[config.mk]
export PLATFORM = sky130hd
export DESIGN_NAME = nes_controller_reader
export DESIGN_NICKNAME = d
export VERILOG_FILES = /design/src/rtl/nes_controller_reader.sv
export SDC_FILE = /design/constraint.sdc
export NUM_CORES = 1
export LEC_CHECK = 0
export ABC_AREA = 1
export BUFFER_PORTS_ARGS = -buffer_cell sky130_fd_sc_hd__buf_2
export CAP_MARGIN = 30
export CORE_UTILIZATION = 45
export DETAILED_ROUTE_END_ITERATION = 16
export PLACE_DENSITY_LB_ADDON = 0.1
export RECOVER_POWER = 100
export SKIP_CTS_REPAIR_TIMING = 1
export SLEW_MARGIN = 20
export SYNTH_ARGS = -nofsm -noshare
export SYNTH_HDL_FRONTEND = slang
export SYNTH_SLANG_ARGS = --single-unit
[constraint.sdc]
create_clock -name clk -period 3.5 [get_ports clk]
set_input_delay 0 -clock clk [delete_from_list [all_inputs] [get_ports clk]]
set_output_delay 0 -clock clk [all_outputs]
set_load 0.05 [all_outputs]
[src/rtl/nes_controller_reader.sv]
// NES gamepad poller: latches the pad once per POLL_PERIOD, shifts in 8 active-low
// button bits over latch/pulse/data and publishes them active-high with a valid strobe.
module nes_controller_reader #(
    parameter int DIV         = 300,
    parameter int POLL_PERIOD = 833333
) (
    input  logic       clk,
    input  logic       reset,
    input  logic       nes_data,
    output logic       nes_latch,
    output logic       nes_pulse,
    output logic [7:0] buttons,
    output logic [4:0] controller_out,
    output logic       valid
);

    localparam int PW  = (POLL_PERIOD > 1) ? $clog2(POLL_PERIOD) : 1;
    localparam int PHW = $clog2(2 * DIV);

    typedef enum logic [2:0] {IDLE, LATCH, LOW, HIGH, DONE} state_t;

    state_t         state, state_n;
    logic [PW-1:0]  poll_cnt;
    logic [PHW-1:0] phase, phase_n;
    logic [2:0]     idx, idx_n;
    logic [7:0]     shreg, shreg_n;
    logic [1:0]     sync_q;
    logic           data_s;
    logic           tick;
    logic           load;

    assign data_s = sync_q[1];
    assign tick   = (poll_cnt == PW'(POLL_PERIOD - 1));

    // Synchronizer idles at 1, the pad's "nothing pressed" level.
    always_ff @(posedge clk or posedge reset) begin
        if (reset) sync_q <= 2'b11;
        else       sync_q <= {sync_q[0], nes_data};
    end

    always_ff @(posedge clk or posedge reset) begin
        if (reset)     poll_cnt <= '0;
        else if (tick) poll_cnt <= '0;
        else           poll_cnt <= poll_cnt + PW'(1);
    end

    always_ff @(posedge clk or posedge reset) begin
        if (reset) begin
            state <= IDLE;
            phase <= '0;
            idx   <= '0;
            shreg <= '0;
        end else begin
            state <= state_n;
            phase <= phase_n;
            idx   <= idx_n;
            shreg <= shreg_n;
        end
    end

    always_comb begin
        state_n = state;
        phase_n = phase;
        idx_n   = idx;
        shreg_n = shreg;
        load    = 1'b0;
        case (state)
            IDLE: begin
                if (tick) begin
                    state_n = LATCH;
                    phase_n = '0;
                    idx_n   = '0;
                end
            end
            LATCH: begin
                if (phase == PHW'(2 * DIV - 1)) begin
                    state_n = LOW;
                    phase_n = '0;
                end else begin
                    phase_n = phase + PHW'(1);
                end
            end
            LOW: begin
                if (phase == PHW'(DIV - 1)) begin
                    shreg_n[3'd7 - idx] = ~data_s;
                    phase_n = '0;
                    if (idx == 3'd7) begin
                        state_n = DONE;
                        load    = 1'b1;
                    end else begin
                        state_n = HIGH;
                    end
                end else begin
                    phase_n = phase + PHW'(1);
                end
            end
            HIGH: begin
                if (phase == PHW'(DIV - 1)) begin
                    state_n = LOW;
                    phase_n = '0;
                    idx_n   = idx + 3'd1;
                end else begin
                    phase_n = phase + PHW'(1);
                end
            end
            DONE:    state_n = IDLE;
            default: state_n = IDLE;
        endcase
    end

    // Outputs are registered off the next state so they line up with the DONE cycle.
    always_ff @(posedge clk or posedge reset) begin
        if (reset) begin
            nes_latch      <= 1'b0;
            nes_pulse      <= 1'b0;
            valid          <= 1'b0;
            buttons        <= '0;
            controller_out <= '0;
        end else begin
            nes_latch <= (state_n == LATCH);
            nes_pulse <= (state_n == HIGH);
            valid     <= load;
            if (load) begin
                buttons        <= shreg_n;
                controller_out <= {shreg_n[7], shreg_n[3], shreg_n[2], shreg_n[1], shreg_n[0]};
            end
        end
    end

endmodule
==> results by group <==
STA
  • Maximum clock rate: 408.2 MHz
  • Final-layout setup total negative slack: 0 ns
  • Setup repair after global routing missed its margin: no
  • Slew HR: 36.97%
  • Fin crit period: 2.450 ns
  • Tcrit/Tclk final: 70.00%
  • Number of pins with negative max-slew slack in the final report: 0
  • Slew of the pin with the lowest slew margin: 0.9443 ns
  • Final setup viols: 0
  • Clock skew after layout: 0.008609 ns
  • Count of endpoints failing hold in the final timing report: 0

Yosys
  • Synth Warn #: 0
  • Synth Instances: 434
  • Cell types occupying the most area after synthesis: dfrtp_1, nand2_1, nand3_1
  • Share of the yosys chip area belonging to registers: 44.82%
  • Most area-hungry cell type in the Yosys netlist: dfrtp_1
  • Avg Cell Area, Syn: 7.346 µm²
  • Count of different cell masters after synthesis: 28
  • Area share of the largest cell type after synthesis: 43.17%
  • Synthesized Nets: 442
  • Syn Std Cell Area: 3188 µm²
  • Number of flip-flops and latches in the synthesized netlist: 57

Critical path
  • Critical path start-end classification: reg2reg
  • Data required time at the worst endpoint: 3.72 ns
  • Critical path peak fanout: 10
  • Highest-delay cell along the critical path: nor3_4
  • Cell-by-cell trace of the critical path: ha_1 -> nand2_1 -> nor2_2 -> nand3_1 -> nor3_4 -> clkinvlp_2 -> nand2_1 -> nand2_1
  • CP startpoint kind: flop
  • Worst path most repeated cell: nand2_1
  • Critical path endpoint category: flop
  • CP Data Arrival Time: 2.67 ns
  • Critical path's largest stage delay: 0.50 ns

Min path
  • Worst min-delay path class: in2reg

Global routing
  • Via count of the first global-routing pass: 2515
  • GRT Overall Usage: 19.91%
  • Initial antenna violation count: 0
  • Wire length of the first global-routing pass: 11.51 mm
  • Global route overflow: 0
  • Pin count of the biggest net entering global routing: 34

CTS
  • Number of clock sinks seen by CTS: 57
  • Insertion delay to the later sink of the worst-skew pair: 0.33 ns
  • CTS max path bufs: 2
  • Clock transition at the registers of the reported paths: 0.06 ns
  • Clock buffer count from CTS: 9
  • CTS tree: yes
  • Clock tree root driver cell: clkbuf_8
  • H-tree lvl count: 3

Detailed routing
  • Pre-Repair DR Iteration Count: 4
  • Per-cell routed wire length: 11.89 µm
  • Wirelength, routed: 6.632 mm
  • Mean number of vias per cell: 4.876
  • Detail Route Antenna Nets: 0
  • Total DRC errors in the routed layout: 0
  • Routed via count: 2721
  • Starting DRT DRC Count: 130

Pwr
  • Post-route total power: 1.242 mW
  • Peak supply drop: 0.2912 mV
  • Leakage: 1.795 nW
  • Cell area power density: 353.0 nW/µm²

Finish
  • Area added between synthesis and finish: 10.40%
  • Fraction of final layout cells sized beyond drive strength 1: 5.844%
  • Final non-filler cell total: 558
  • Number of nets in the layout: 466
  • Antenna cells: 0
  • Final cell utilization of the core: 51.52%

Status
  • Status: complete, no violations

Floorplan
  • Total Die Area: 7425 µm²
  • Die width: 86.17 µm
  • Count of standard-cell rows: 30
  • Starting density of the core: 46.67%
  • Number of top-level design ports: 19
  • Vertical extent of the die: 86.17 µm
  • Core outline area: 6832 µm²

Job
  • Number of maximum-capacitance constraint violations: 0

Placement
  • Total placed cells including tap cells: 541
  • Final HPWL DP: 4.851 mm
  • Global placement routability congestion: 0.9316
  • # port buffers: 18
-- metrics by stage --
step	worst slack [ns]	instance area [µm²]	hold slack [ns]
3_3_place_gp	1.531	3356	0.06633
3_5_place_dp	1.462	3356	0.07416
5_1_grt	0.7247	3520	0.3200
4_1_cts	1.451	3537	-0.2896
2_1_floorplan	1.991	3188	0.004478
6_report	1.050	3520	0.3197
-- registers in the layout, indices dropped and copies added (netlist names) --
register and count:
buttons 8, nes_latch 1, poll_cnt 20, state 3, phase 10, sync_q 2
idx 3, valid 1, shreg 8, nes_pulse 1
-- critical path: cells and delay by family (launching register included) --
family                   cells  cell delay [ns]
AND/OR/NAND/NOR              6             1.21
flip-flops                   1             0.40
buffers and inverters        1             0.48
adder cells (fa/ha/maj)      1             0.24
-- synthesized netlist by cell type (all sizes together) --
cell / instances
nor2: 57
o21ai: 8
clkinv: 2
nand2: 118
ha: 5
and2: 1
nor4: 1
nand4: 11
inv: 67
clkbuf: 2
dfstp: 2
a21oi: 1
nand3: 64
buf: 7
dfrtp: 55
nor3: 16
xor2: 13
o211ai: 1
xnor2: 3
-- logic make-up after synthesis --
| family | after synthesis | synth area share, % |
|---|---|---|
| AO/OA/AOI/OAI | 10 | 1.648 |
| XOR/XNOR | 16 | 4.396 |
| adder cells (fa/ha/maj) | 5 | 1.962 |
| buffers and inverters | 78 | 10.01 |
| flip-flops | 57 | 44.82 |
| AND/OR/NAND/NOR | 268 | 37.17 |
-- metal layers --
layer / vias to the layer above / part of all wire (%) / global-route usage (%)
met5: - / 0 / 0
met4: 0 / 1.3 / 7.121
met3: 9 / 3.8 / 3.429
met2: 57 / 45 / 31.39
met1: 1244 / 50 / 27.71
li1: 1411 / - / -
-- final cells by class --
cell class	instances	area, µm²
Tap cell	96	120.1
Timing Repair Buffer	22	101.3
Inverter	69	260.3
Clock inverter	2	12.51
Fill cell	677	3312
Clock buffer	13	168.9
Sequential cell	57	1429
Multi-Input combinational cell	299	1428
-- power breakdown --
group          internal, mW  switching (mW)
sequential            0.661         0.00159
combinational       0.00300          0.0129
clock                 0.310           0.254
-- worst paths after layout --
path                           start    endpoint  slack, ns  depth (start not counted)
max                         phase[0]  buttons[3]       1.05                          8
min                         nes_data   sync_q[0]       0.32                          2
max reg2reg                 phase[0]  buttons[3]       1.05                          8
min reg2reg                sync_q[0]   sync_q[1]       0.36                          0
max in group asynchronous      reset    phase[3]       2.11                          4
min in group asynchronous      reset  buttons[1]       0.42                          3
-- cells in the final DEF, fill, tap and decap left out, types with 2 or more instances in the layout --
cell type      count
dfrtp_1           55
xor2_1            13
nor2_1            54
xnor2_1            3
clkinv_1           2
nand3_1           63
o21ai_0            8
nand2_1          118
dfstp_2            2
clkbuf_1          18
ha_1               5
nand4_1           11
nor3_1            14
dlygate4sd3_1      2
nor2_2             2
inv_1             65
clkbuf_8          12
buf_2              2
No activity file was read; power rests on OpenSTA's default activity.
